`src/rtl/fastbconv_batch_ctrl.sv`:
```
// Batch sequencer for a polynomial-wide fast base conversion: runs N_SLOTS coefficients
// through a pool of LANES shared fastBConvSingle lanes, one batch at a time.
module fastbconv_batch_ctrl #(
  parameter int N_SLOTS = 16,
  parameter int LANES   = 4,
  parameter int TIMEOUT = 64,
  localparam int NUM_BATCHES = (N_SLOTS + LANES - 1) / LANES,
  localparam int BIDX_W      = (NUM_BATCHES > 1) ? $clog2(NUM_BATCHES) : 1
) (
  input  logic              clk,
  input  logic              reset,
  input  logic              start_valid,
  output logic              start_ready,
  output logic              busy,
  output logic              lane_start,
  output logic [BIDX_W-1:0] batch_idx,
  output logic [LANES-1:0]  lane_mask,
  input  logic [LANES-1:0]  lane_done,
  output logic              wr_en,
  output logic              done,
  output logic              err_timeout
);

  localparam int                TMR_W      = $clog2(TIMEOUT + 1);
  localparam logic [BIDX_W-1:0] LAST_BATCH = BIDX_W'(NUM_BATCHES - 1);
  localparam logic [TMR_W-1:0]  TMR_LOAD   = TMR_W'(TIMEOUT);

  typedef enum logic [2:0] {
    ST_IDLE   = 3'd0,
    ST_LAUNCH = 3'd1,
    ST_WAIT   = 3'd2,
    ST_WRITE  = 3'd3,
    ST_FIN    = 3'd4
  } state_t;

  state_t             state_r;
  logic [BIDX_W-1:0]  batch_idx_r;
  logic [LANES-1:0]   done_sticky_r;
  logic [TMR_W-1:0]   timer_r;
  logic               lane_start_r;
  logic               wr_en_r;
  logic               done_r;
  logic               err_timeout_r;
  logic               ready_r;
  logic               busy_r;
  logic [LANES-1:0]   lane_mask_s;
  logic               all_done_s;

  // Valid-lane mask of the current batch; only the last batch can be partial.
  always_comb begin
    lane_mask_s = '0;
    for (int i = 0; i < LANES; i++) begin
      lane_mask_s[i] = ((int'(batch_idx_r) * LANES + i) < N_SLOTS);
    end
  end

  // A level or pulse on lane_done this cycle counts together with earlier pulses.
  assign all_done_s = (((done_sticky_r | lane_done) & lane_mask_s) == lane_mask_s);

  // Sequencer: every strobe is computed alongside the state transition that implies it.
  always_ff @(posedge clk or negedge reset) begin
    if (!reset) begin
      state_r       <= ST_IDLE;
      batch_idx_r   <= '0;
      done_sticky_r <= '0;
      timer_r       <= '0;
      lane_start_r  <= 1'b0;
      wr_en_r       <= 1'b0;
      done_r        <= 1'b0;
      err_timeout_r <= 1'b0;
      ready_r       <= 1'b1;
      busy_r        <= 1'b0;
    end else begin
      lane_start_r <= 1'b0;
      wr_en_r      <= 1'b0;
      done_r       <= 1'b0;
      case (state_r)
        ST_IDLE: begin
          if (start_valid) begin
            batch_idx_r   <= '0;
            err_timeout_r <= 1'b0;
            lane_start_r  <= 1'b1;
            ready_r       <= 1'b0;
            busy_r        <= 1'b1;
            state_r       <= ST_LAUNCH;
          end else begin
            state_r <= ST_IDLE;
          end
        end
        ST_LAUNCH: begin
          done_sticky_r <= '0;
          timer_r       <= TMR_LOAD;
          state_r       <= ST_WAIT;
        end
        ST_WAIT: begin
          done_sticky_r <= done_sticky_r | (lane_done & lane_mask_s);
          if (all_done_s) begin
            wr_en_r <= 1'b1;
            state_r <= ST_WRITE;
          end else if (timer_r == TMR_W'(1)) begin
            err_timeout_r <= 1'b1;
            done_r        <= 1'b1;
            state_r       <= ST_FIN;
          end else begin
            timer_r <= timer_r - TMR_W'(1);
          end
        end
        ST_WRITE: begin
          if (batch_idx_r == LAST_BATCH) begin
            done_r  <= 1'b1;
            state_r <= ST_FIN;
          end else begin
            batch_idx_r  <= batch_idx_r + BIDX_W'(1);
            lane_start_r <= 1'b1;
            state_r      <= ST_LAUNCH;
          end
        end
        ST_FIN: begin
          batch_idx_r <= '0;
          ready_r     <= 1'b1;
          busy_r      <= 1'b0;
          state_r     <= ST_IDLE;
        end
        default: begin
          batch_idx_r <= '0;
          ready_r     <= 1'b1;
          busy_r      <= 1'b0;
          state_r     <= ST_IDLE;
        end
      endcase
    end
  end

  assign start_ready = ready_r;
  assign busy        = busy_r;
  assign lane_start  = lane_start_r;
  assign batch_idx   = batch_idx_r;
  assign lane_mask   = lane_mask_s;
  assign wr_en       = wr_en_r;
  assign done        = done_r;
  assign err_timeout = err_timeout_r;

endmodule
```
`config.mk`:
```
export PLATFORM = sky130hd
export DESIGN_NAME = fastbconv_batch_ctrl
export DESIGN_NICKNAME = d
export VERILOG_FILES = /design/src/rtl/fastbconv_batch_ctrl.sv
export SDC_FILE = /design/constraint.sdc
export NUM_CORES = 1
export LEC_CHECK = 0
export CORE_UTILIZATION = 45
export CTS_CLUSTER_DIAMETER = 100
export DETAILED_ROUTE_END_ITERATION = 10
export PLACE_DENSITY = 0.72
export SLEW_MARGIN = 30
export SYNTH_ARGS = -nofsm -noshare
export SYNTH_HDL_FRONTEND = slang
export SYNTH_SLANG_ARGS = --single-unit
```
`constraint.sdc`:
```
create_clock -name clk -period 1.9 [get_ports clk]
set_input_delay 0.38 -clock clk [delete_from_list [all_inputs] [get_ports clk]]
set_output_delay 0.38 -clock clk [all_outputs]
set_load 0.01 [all_outputs]
```
# [Word-level counts from Yosys, hierarchy flattened]
# Cells that the tools add are included.
# Widths: inputs -> output; s select.
[word_totals] register_bits=22 inputBits=7 out_inout_bits=12 word_cells=74
[op_classes] addsub=5 n_lt_le_gt_ge=4 n_eq_ne=12 muxes=28 n_bitwise=6 reduce_logical=9
[op_table] operator="$lt 5x5->1 const B" n=3
[op_table] operator="$mux 7" n=2
[op_table] operator="$pmux 7 s2" n=1
[op_table] operator="$mux 1" n=12
[op_table] operator="$pmux 3 s4" n=1
[op_table] operator="$add 4x2->5 const B" n=2
[op_table] operator="$ne 2x2->1 const B" n=5
[op_table] operator="$pmux 1 s2" n=5
[op_table] operator="$mux 3" n=3
[op_table] operator="$and 4x4->4" n=2
[op_table] operator="$or 4x4->4" n=2
[op_table] operator="$pmux 4 s2" n=1
[op_table] operator="$eq 7x1->1 const B" n=1
[op_table] operator="$sub 7x1->7 const B" n=1
[op_table] operator="$eq 3x2->1 const B" n=2
[op_table] operator="$pmux 2 s3" n=1
[op_table] operator="$reduce_and 3->1" n=2
[op_table] operator="$add 4x1->5 const B" n=1
[op_table] operator="$lt 4x5->1 const B" n=1
[op_table] operator="$eq 4x4->1" n=1
[op_table] operator="$mux 2" n=2
[op_table] operator="$reduce_and 4->1" n=1
[op_table] operator="$reduce_bool 2->1" n=2
[op_table] operator="$eq 3x1->1 const B" n=1
[op_table] operator="8 further kinds" n=9

# [Depth between registers and ports, before layout]
# Gate-level depths: netlist (run 1).
[logic_depth] depth_word=6 mapped_depth=6 depth_no_buf=6

# [Worst setup path before layout (run 1)]
# OpenSTA, ideal clock, no wires.
[synth_timing] path_type="reg2reg" startpoint="reg timer_r[1]" endpoint="reg done_r, in the netlist done" setup_time_ns=0.078 arrival_ns=1.720 required_time_ns=1.822 slack_ns=0.103 path_stages_with_launch=7 path_buffers=0 synth_period_minus_slack_ns=1.797 cell_sequence="dfrtp_1 inv_1 ha_1 or4b_4 or2_1 or3_1 a21oi_1"
[synth_between] elab_chain_len=4
[synth_rtl] element="start: declaration" line="39" text="logic [TMR_W-1:0] timer_r;"
[synth_rtl] element="start signal: assignment" line="105" text="timer_r <= timer_r - TMR_W'(1);"
[synth_rtl] element="$eq 7x1->1" line="100" text="end else if (timer_r == TMR_W'(1)) begin"
[synth_rtl] element="$mux 1" line="100"
[synth_rtl] element="$mux 1" line="97" text="if (all_done_s) begin"
[synth_rtl] element="$pmux 1 s2" line="77" text="case (state_r)"
[synth_rtl] element="end signal: assignment" line="76" text="done_r <= 1'b0;"
[synth_rtl] element="end signal: assignment" line="102" text="done_r <= 1'b1;"
[synth_rtl] element="end signal: assignment" line="110" text="done_r <= 1'b1;"
[synth_rtl] element="end: declaration" line="42" text="logic done_r;"
# No other way between the ends.
# A chain may end at the register's enable or synchronous reset.

# [Worst setup path after layout (run 1)]
[layout_timing] startpoint="reg timer_r[1]" endpoint="reg state_r[2]"
[layout_between] elab_chain_len=2
[layout_rtl] element="$eq 7x1->1" line="100"
[layout_rtl] element="$ne 3x3->1 (no source line)"
[layout_rtl] element="end signal: assignment" line="99" text="state_r <= ST_WRITE;"
[layout_rtl] element="end signal: assignment" line="103" text="state_r <= ST_FIN;"
[layout_rtl] element="end signal: assignment" line="111" text="state_r <= ST_FIN;"
[layout_rtl] element="end: declaration" line="36" text="state_t state_r;"
# No other way between the ends.

==> key figures, run 1 <==
Status
  • Status: finished, final reports clean

STA
  • Minimum clock period: roughly 1.9 ns
  • Clock skew: 0.00846 ns
  • Max Fclk: 527 MHz
  • Max-slew violation count: 0
  • Final period utilization: 0.998
  • Final hold vios: 0
  • Setup violations, final: 0
  • RSZ-0062 raised after global routing: true

Logic synthesis
  • Ranking of synthesized cells by area: dfrtp_1, a21oi_1, nand3_1, ha_1, mux2i_1
  • Synth Area in Compound Gates: 0.148
  • Yosys top cell by area: dfrtp_1
  • Largest family of logic cells by synthesized area: simple AND/OR/NAND/NOR gates
  • Syn Area/Cell: 9.66 µm²
  • Cells after Synth: 114
  • Ys Warns: 0
  • Post-synthesis mux area share: 0.0273
  • #FFs+latches synth: 22
  • Synth Area in Simple Gates: 0.228
  • Mapped Area: between 0.001 and 0.0015 mm²
  • Synth Area in XOR/XNOR: 0
  • Netlist cell types: 32
  • Top cell type's share of synthesized area: 0.477
  • Sequential share of the synthesized area: 0.501
  • Post-synthesis adder-cell area fraction: 0.0341

Global routing
  • Vias in the first global route: slightly above 800
  • Gr usage total: 0.199
  • First-pass GRT wire length: 3.86 mm
  • GR Overflow Total: 0
  • Pin count of the biggest net entering global routing: 23
  • Initial antenna violation count: 0

Route
  • Vias: just over 900
  • Final Routed Wirelength: 2.32 mm
  • Mean routed wirelength per cell: roughly 14 µm
  • Remaining antenna violation count: 0
  • Pre-antenna DRT Iters: 6
  • Routed vias/inst: 5.50
  • DR iter-0 viols: 13
  • DRC: 0

Cells and area
  • Core Util, Final: 0.609
  • ANT cells: 0
  • Fin area: between 0.001 and 0.0015 mm²
  • Area Growth Syn to Fin: 24.7%
  • Nets@finish: 149
  • Layout cells sized above 1: 0.188
  • Commonest non-fill, non-tap cell in the layout: dfrtp_1
  • Most frequent cells in the layout: dfrtp_1, clkdlybuf4s50_1, buf_4

Die
  • I/O Pins: 19
  • Initial core utilization: 0.488
  • Std-Cell Rows: 17
  • Chip height: 51.5 µm
  • Die Width: 51.5 µm
  • DIE AREA: 0.00265 mm²
  • Core Area: roughly 0.0023 mm²

Worst setup path
  • Reg2reg path depth: 6
  • Crit-path max FO: 4
  • Worst stage delay on the critical path: 0.49 ns
  • Endpoint type of the worst setup path: register
  • Register-to-register setup slack: approximately 0.0032 ns
  • Worst EP required: 2.14 ns
  • Critical path's slowest cell: or4b_4
  • Critical path, cell by cell: inv_2, ha_1, or4b_4, or2_4, or3_4, a21oi_2
  • Kind of critical path: register to register
  • CP Launch Type: register
  • Data arrival, critical path: 2.13 ns
  • Launch point of the worst reg-to-reg path: timer_r[1]$_DFFE_PN0P_
  • R2r endpoint: state_r[2]$_DFFE_PN0P_

Place
  • Detailed Place HPWL: between 1.5 and 2 mm
  • PortBufs: 14
  • Post-DP Area: 0.00132 mm²
  • Gpl congestion: about 0.93

Clock network
  • CTS max path bufs: 2
  • H-tree levels: 1
  • CTS tree: yes
  • Worst-path clk slew: between 0.1 and 0.15 ns
  • TritonCTS Buffers: 3
  • Sink Count: 22
  • Root buf cell: clkbuf_4
  • Worst skew pair latency: 0.31 ns
  • Hold-fix buffers, CTS: 0

Job
  • Maxcap violations: 0

Pwr
  • Pwr/cell area: 1450 mW/mm²
  • Worst VDD drop: ~790 µV
  • P_leak: 0.619 nW

Worst hold path
  • Hold/Removal Path Class: input port to asynchronous set/reset pin
==> state kept, by name, summed over array words and instances (netlist names), 2 cells and up <==
name and cells:
timer_r 7, done_sticky_r 4, state_r 3, batch_idx 2
==> Yosys cell counts <==
| library cell | count |
|---|---|
| nor2b_1 | 2 |
| nand2b_1 | 3 |
| mux2i_1 | 3 |
| dfrtp_1 | 21 |
| or2_2 | 3 |
| or3_1 | 3 |
| nand2_1 | 6 |
| o21ai_0 | 6 |
| conb_1 | 1 |
| nand3_1 | 8 |
| o31ai_1 | 1 |
| clkbuf_1 | 4 |
| or2_1 | 1 |
| and2_1 | 1 |
| o221ai_1 | 2 |
| nor4_1 | 4 |
| or4_1 | 1 |
| nor3_1 | 3 |
| o22ai_1 | 3 |
| buf_4 | 4 |
| a21oi_1 | 10 |
| o22a_1 | 1 |
| dfstp_2 | 1 |
| nand3b_1 | 1 |
| nor2_1 | 7 |
| a21o_1 | 1 |
| o211ai_1 | 2 |
| or4b_4 | 1 |
| nor3b_2 | 1 |
| ha_1 | 3 |
| inv_1 | 5 |
| a21boi_0 | 1 |
==> metal layers <==
layer,wire (µm),global-route usage,share of wire,vias to the layer above
met5,0,0,0,-
met4,21,0.0676,0.0091,0
met3,82,0.0268,0.035,2
met2,1140,0.299,0.49,22
met1,1080,0.292,0.46,440
li1,-,-,-,449
==> worst max-delay path, delay by kind of cell (launching register included) <==
kind,cells,cell delay (ns)
and+or+nand+nor,3,1.10
AOI/OAI and AO/OA,1,0.13
buffers and inverters,1,0.06
DFF,1,0.41
adders and majority gates,1,0.13
==> kinds of logic (layout without fill, tap and decap cells) <==
kind of cell             count (synthesis)  count (layout)
multiplexers                             3               3
flip-flops                              22              22
adder cells (fa/ha/maj)                  3               3
other                                    1               4
AO/OA/AOI/OAI                           27              27
buffers and inverters                   13              34
AND/OR/NAND/NOR                         45              45
==> power breakdown <==
part           switching (W)  internal, W  total (W)
combinational       0.000541     0.000478    0.00102
sequential          0.000114     0.000644   0.000758
clock               0.000136    0.0000819   0.000218
total               0.000791      0.00120    0.00199
==> cell type report <==
class / instances / area [µm²]
Fill cell: 206 / 882
Sequential cell: 22 / 552
Multi-Input combinational cell: 82 / 518
Timing Repair Buffer: 25 / 223
Tap cell: 28 / 35.0
Clock buffer: 4 / 26.3
Inverter: 5 / 18.8
==> repair_timing <==
item                       4_1_cts  5_1_grt
setup endpoints to repair        2        4
buffers inserted                 1        0
pin swaps                        2        0
gates resized for setup          1        5
==> worst max path at each step <==
stage,startpoint,cells after the start,to,slack [ns]
finish,timer_r[1]$_DFFE_PN0P_,6,state_r[2]$_DFFE_PN0P_,0.003
global route,timer_r[1]$_DFFE_PN0P_,6,state_r[2]$_DFFE_PN0P_,-0.07
CTS,timer_r[1]$_DFFE_PN0P_,6,done$_DFF_PN0_,0.004
detailed placement,lane_done[2],5,timer_r[5]$_DFFE_PN0P_,-0.06
global placement,lane_done[2],5,timer_r[4]$_DFFE_PN0P_,-0.02
floorplan,timer_r[1]$_DFFE_PN0P_,6,done$_DFF_PN0_,0.10
==> through the flow <==
stage	std cells	total power [W]	hold slack, ns	TNS (ns)	setup WS [ns]
3_5_place_dp	161	0.00175	0.480	-0.118	-0.0593
2_1_floorplan	117	0.00135	0.0844	0	0.103
4_1_cts	166	0.00198	0.407	0	0.00393
5_1_grt	166	0.00217	0.431	-0.170	-0.0707
6_report	166	0.00199	0.406	0	0.00322
3_3_place_gp	161	0.00170	0.468	-0.0297	-0.0228
Power figures use the tool's default switching activity.
==> run 2, diff against run 1 <==
CORE_UTILIZATION = 46   (was 45)
PLACE_DENSITY = 0.74   (was 0.72)
SLEW_MARGIN = 10   (was 30)
==> key figures, run 2 (synthesis gave the netlist of run 1 again) <==
STA
  • RSZ-0062 raised after global routing: true
  • Setup violations, final: 0 (unchanged)
  • Rel. slew slack: 0.638
  • Minimum clock period: 1.87 ns (-0.0287 ns)
  • Final setup margin: 0.0319 ns (+0.0287 ns)
  • Max Fclk: 535 MHz (+1.5%)
  • Clock skew: 0.00416 ns (-0.00430 ns)
  • Tightest Pin Transition: 0.542 ns
  • Max-slew violation count: 0 (unchanged)
  • Final period utilization: 0.983 (-0.0151)
  • Final hold vios: 0 (unchanged)

Cells and area
  • Biggest regs: timer_r x7, done_sticky_r x4, state_r x3
  • Most frequent cells in the layout: dfrtp_1, clkdlybuf4s50_1, buf_4
  • Fill count: 204 (-0.97%)
  • Nets@finish: 149 (unchanged)
  • Final std cells w/o fill: 166 (unchanged)
  • Reg with most FFs: timer_r
  • Area Growth Syn to Fin: 25.6%
  • Commonest non-fill, non-tap cell in the layout: dfrtp_1
  • Max FFs per register: 7 (unchanged)
  • Layout cells sized above 1: 0.196 (+0.00725)
  • ANT cells: 0 (unchanged)

Worst setup path
  • Critical path, cell by cell: inv_2, ha_1, or4b_4, or2_4, or3_4, a21oi_2
  • Crit-path max FO: 4 (unchanged)
  • CP Launch Type: register
  • Worst EP required: 2.15 ns (about the same)
  • Critical path's slowest cell: or4b_4
  • Kind of critical path: register to register
  • Worst stage delay on the critical path: 0.47 ns (-0.02 ns)
  • Endpoint type of the worst setup path: register
  • Data arrival, critical path: 2.11 ns (-0.02 ns)
  • Worst path buffer plus inverter count: 1 (unchanged)
  • Crit path max-delay family: simple AND/OR/NAND/NOR gates

Global routing
  • First-pass GRT wire length: 3.83 mm (-0.91%)
  • GR Overflow Total: 0 (unchanged)
  • Initial antenna violation count: 0 (unchanged)
  • Vias in the first global route: 924 (+13%)
  • Gr usage total: 0.202 (+0.00304)
  • Pin count of the biggest net entering global routing: 15 (-35%)

Route
  • Mean routed wirelength per cell: 13.9 µm (-0.56%)
  • Pre-antenna DRT Iters: 6 (unchanged)
  • DRC: 0 (unchanged)
  • Highest routed layer: met4
  • Remaining antenna violation count: 0 (unchanged)
  • DR iter-0 viols: 11 (-2)
  • Routed wl met3: 100 µm (+22%)
  • Metal-1 WL: 1.06 mm (-1.4%)
  • Final Routed Wirelength: 2.31 mm (-0.56%)
  • Routed vias/inst: 5.55 (+0.88%)
  • Vias: 921 (+0.88%)
  • WL met2: 1.10 mm (-3.5%)

Pwr
  • Combinational share of power: 0.478 (-0.033)
  • Sequential share of power: 0.393 (+0.013)
  • Worst VDD drop: 901 µV (+15%)
  • P_int: 0.00122 W (+1.2%)
  • Clk network pwr share: 0.129 (+0.020)
  • Net load switching power: 0.000787 W (-0.50%)
  • Switch share: 0.393 (-0.00400)
  • P_leak: 0.623 nW (+0.67%)
  • Pwr/cell area: 1450 mW/mm² (-0.22%)

Clock network
  • Worst-path clk slew: 0.12 ns (about the same)
  • CTS max path bufs: 2 (unchanged)
  • Root buf cell: clkbuf_4
  • H-tree levels: 1 (unchanged)
  • Worst skew pair latency: 0.31 ns (about the same)
  • CTS tree: yes
  • TritonCTS Buffers: 3 (unchanged)
  • Sink Count: 22 (unchanged)

Place
  • PortBufs: 14 (unchanged)
  • Dpl ws: -0.0650 ns (-0.00569 ns)
  • Detailed Place HPWL: 1.72 mm (-0.49%)
  • Placed insts: 161 (unchanged)
  • Gpl congestion: 0.901 (-3.0%)

Die
  • Initial core utilization: 0.493 (+0.00465)
  • DIE AREA: 0.00259 mm² (-2.1%)
  • Core Area: 0.00223 mm² (-0.94%)
  • I/O Pins: 19 (unchanged)
  • Chip height: 50.9 µm (-1.0%)
  • Die Width: 50.9 µm (-1.0%)
  • Std-Cell Rows: 17 (unchanged)

Worst hold path
  • Hold/Removal Path Class: input port to asynchronous set/reset pin

Status
  • Status: finished, final reports clean

Job
  • Maxcap violations: 0 (unchanged)
[run 2: cell count changes in the layout (fill, tap and decap cells not counted)]
| cell | previous run | this run |
|---|---|---|
| o22ai_2 | 1 | 0 |
| nor4_1 | 4 | 3 |
| o22ai_1 | 2 | 3 |
| clkbuf_8 | 0 | 1 |
| clkbuf_1 | 1 | 0 |
| nor4_2 | 0 | 1 |
[run 2: metrics by stage]
step / power [W] / TNS [ns] / instance area [µm²] / util / hold slack [ns]
floorplan: 0.00135 / 0 / 1110 / - / 0.0844
global placement: 0.00168 / -0.0336 / 1320 / 0.590 / 0.473
detailed placement: 0.00172 / -0.224 / 1320 / 0.590 / 0.480
CTS: 0.00197 / 0 / 1350 / 0.606 / 0.422
global route: 0.00217 / -0.0628 / 1380 / 0.619 / 0.436
finish: 0.00201 / 0 / 1380 / 0.619 / 0.414
[run 2: final cells by class]
| cell class | instances | area, µm² | area share |
|---|---|---|---|
| clock buffer | 4 | 36.3 | 0.0262 |
| inverter | 5 | 18.8 | 0.0136 |
| multi-input combinational | 82 | 518 | 0.375 |
| sequential | 22 | 552 | 0.399 |
| tap | 28 | 35.0 | 0.0253 |
| timing repair buffer | 25 | 223 | 0.161 |
[run 2: what timing repair did]
action	CTS	global route
hold buffers	0	0
gates resized for setup	0	6
setup buffers	0	1
cloned	0	0
pin swaps	2	2
endpoints found under the setup margin	2	4
[run 2: metal layers]
layer	vias to the layer above	track usage
li1	450	-
met1	445	0.247
met2	20	0.316
met3	6	0.0506
met4	0	0.130
met5	-	0
[run 2: path summary, 6_finish.rpt]
path / slack, ns / startpoint / depth (start not counted) / to
worst max-delay path: 0.03 / timer_r[1]$_DFFE_PN0P_ / 6 / state_r[2]$_DFFE_PN0P_
min in group clk: 0.49 / timer_r[6]$_DFFE_PN0P_ / 1 / timer_r[6]$_DFFE_PN0P_
worst max register to register: 0.03 / timer_r[1]$_DFFE_PN0P_ / 6 / state_r[2]$_DFFE_PN0P_
max in group asynchronous: 0.99 / reset / 2 / timer_r[4]$_DFFE_PN0P_
worst min-delay path: 0.41 / reset / 1 / done_sticky_r[1]$_DFFE_PN0P_
worst min register to register: 0.49 / timer_r[6]$_DFFE_PN0P_ / 1 / timer_r[6]$_DFFE_PN0P_
[run 2: power groups by stage]
stage	Combinational [W]	Clock (W)	Sequential, W
2_1_floorplan	0.000574	0	0.000779
3_3_place_gp	0.000897	0	0.000782
3_5_place_dp	0.000925	0	0.000792
4_1_cts	0.000926	0.000265	0.000782
5_1_grt	0.00107	0.000282	0.000814
6_report	0.000959	0.000259	0.000788
==> run 3, diff against run 2 <==
PLACE_DENSITY = 0.75   (was 0.74)
==> key figures, run 3 (synthesis gave the netlist of run 1 again) <==
Worst setup path
  • Kind of critical path: register to register
  • Worst EP required: 2.15 ns (about the same)
  • Critical path's slowest cell: or4b_4
  • Crit path max-delay family: simple AND/OR/NAND/NOR gates
  • Critical path, cell by cell: inv_2, ha_1, or4b_4, or2_4, or3_4, a21oi_2
  • Worst path buffer plus inverter count: 1 (unchanged)
  • CP Launch Type: register
  • Worst stage delay on the critical path: 0.48 ns (about the same)
  • Reg2reg path depth: 6 (unchanged)
  • Worst path depth: 6 (unchanged)
  • Endpoint type of the worst setup path: register
  • Crit-path max FO: 4 (unchanged)
  • Data arrival, critical path: 2.11 ns (about the same)

Global routing
  • Vias in the first global route: 834 (-9.7%)
  • Pin count of the biggest net entering global routing: 23 (+8)
  • First-pass GRT wire length: 3.73 mm (-2.7%)
  • Gr usage total: 0.199 (-0.00318)
  • Initial antenna violation count: 0 (unchanged)
  • GR Overflow Total: 0 (unchanged)

Die
  • Chip height: 50.9 µm (unchanged)
  • Initial core utilization: 0.493 (unchanged)
  • I/O Pins: 19 (unchanged)
  • Std-Cell Rows: 17 (unchanged)
  • Die Width: 50.9 µm (unchanged)
  • Core Area: 0.00223 mm² (unchanged)
  • DIE AREA: 0.00259 mm² (unchanged)

Cells and area
  • Final std cells w/o fill: 164 (-1.2%)
  • Max FFs per register: 7 (unchanged)
  • Most frequent cells in the layout: dfrtp_1, clkdlybuf4s50_1, buf_4
  • Biggest regs: timer_r x7, done_sticky_r x4, state_r x3
  • ANT cells: 0 (unchanged)
  • Reg with most FFs: timer_r
  • Nets@finish: 147 (-1.3%)
  • Layout cells sized above 1: 0.176 (-0.0192)
  • Fin area: 0.00136 mm² (-1.5%)
  • Area Growth Syn to Fin: 23.6%
  • Commonest non-fill, non-tap cell in the layout: dfrtp_1
  • Core Util, Final: 0.610 (-0.00952)

Pwr
  • Overall power: 0.00198 W (-1.0%)
  • Worst VDD drop: 915 µV (+1.5%)
  • P_leak: 0.613 nW (-1.6%)
  • Pwr/cell area: 1460 mW/mm² (+0.54%)

STA
  • Clock skew: 0.00171 ns (-0.00245 ns)
  • Max Fclk: 538 MHz (+0.47%)
  • Max-slew violation count: 0 (unchanged)
  • RSZ-0062 raised after global routing: true
  • Minimum clock period: 1.86 ns (-0.00874 ns)
  • Setup violations, final: 0 (unchanged)
  • Final hold vios: 0 (unchanged)
  • Setup TNS: 0 ns (unchanged)
  • Final period utilization: 0.979 (-0.00460)

Route
  • Remaining antenna violation count: 0 (unchanged)
  • Mean routed wirelength per cell: 13.6 µm (-2.4%)
  • Final Routed Wirelength: 2.22 mm (-3.6%)
  • Routed vias/inst: 5.69 (+2.5%)
  • Vias: 933 (+1.3%)
  • DRC: 0 (unchanged)
  • Pre-antenna DRT Iters: 4 (-2)
  • DR iter-0 viols: 15 (+4)

Place
  • PortBufs: 14 (unchanged)
  • Detailed Place HPWL: 1.64 mm (-4.6%)
  • Gpl congestion: 0.859 (-4.7%)
  • Post-DP Area: 0.00130 mm² (-1.1%)
  • Placed insts: 159 (-1.2%)

Clock network
  • CTS tree: yes
  • TritonCTS Buffers: 3 (unchanged)
  • CTS max path bufs: 2 (unchanged)
  • Worst-path clk slew: 0.12 ns (about the same)
  • Sink Count: 22 (unchanged)
  • Root buf cell: clkbuf_4
  • Worst skew pair latency: 0.31 ns (about the same)
  • H-tree levels: 1 (unchanged)

Worst hold path
  • Hold/Removal Path Class: input port to asynchronous set/reset pin

Job
  • Maxcap violations: 0 (unchanged)

Status
  • Status: finished, final reports clean
## run 3: stage by stage
stage / setup WS [ns] / hold slack [ns]
floorplan: 0.103 / 0.0844
global placement: 0.000510 / 0.474
detailed placement: -0.0591 / 0.480
CTS: 0.00303 / 0.398
global route: -0.0276 / 0.435
finish: 0.0407 / 0.401
## run 3: worst reg2reg max path: stages (launching register included)
cell,delay [ns]
dfrtp_1,0.41
inv_2,0.06
ha_1,0.13
or4b_4,0.48
or2_4,0.25
or3_4,0.35
a21oi_2,0.12
## run 3: report_power, final
part	internal (W)	switching [W]	total, W	leakage [nW]
combinational	0.000445	0.000501	0.000946	0.319
clock	0.000117	0.000138	0.000255	0.0210
sequential	0.000643	0.000141	0.000784	0.273
total	0.00121	0.000779	0.00198	0.613
## run 3: layout make-up
| cell class | instances | area [µm²] |
|---|---|---|
| clock buffer | 4 | 36.3 |
| fill | 195 | 872 |
| inverter | 5 | 18.8 |
| multi-input combinational | 82 | 512 |
| sequential | 22 | 552 |
| tap | 28 | 35.0 |
| timing repair buffer | 23 | 208 |
## run 3: timing repair
action	CTS	global route
gates resized for setup	0	5
hold buffers	0	0
setup buffers	1	0
endpoints found under the setup margin	2	3
hold endpoints to repair	0	0
pin swaps	1	2
## run 3: final timing paths
kind / slack (ns) / end / startpoint
max in group asynchronous: 1.22 / start_ready$_DFFE_PN1P_ / reset
hold / removal: 0.40 / done_sticky_r[2]$_DFFE_PN0P_ / reset
hold reg to reg: 0.50 / timer_r[6]$_DFFE_PN0P_ / timer_r[6]$_DFFE_PN0P_
setup reg to reg: 0.04 / state_r[2]$_DFFE_PN0P_ / timer_r[1]$_DFFE_PN0P_
setup / recovery: 0.04 / state_r[2]$_DFFE_PN0P_ / timer_r[1]$_DFFE_PN0P_
min in group clk: 0.50 / timer_r[6]$_DFFE_PN0P_ / timer_r[6]$_DFFE_PN0P_
## run 3: per-layer routing
layer  track usage  vias up  wire length, µm
met4        0.0926        0               29
met2         0.303       40             1030
met3        0.0536        5              137
li1              -      447                -
met5             0        -                0
met1         0.263      441             1030
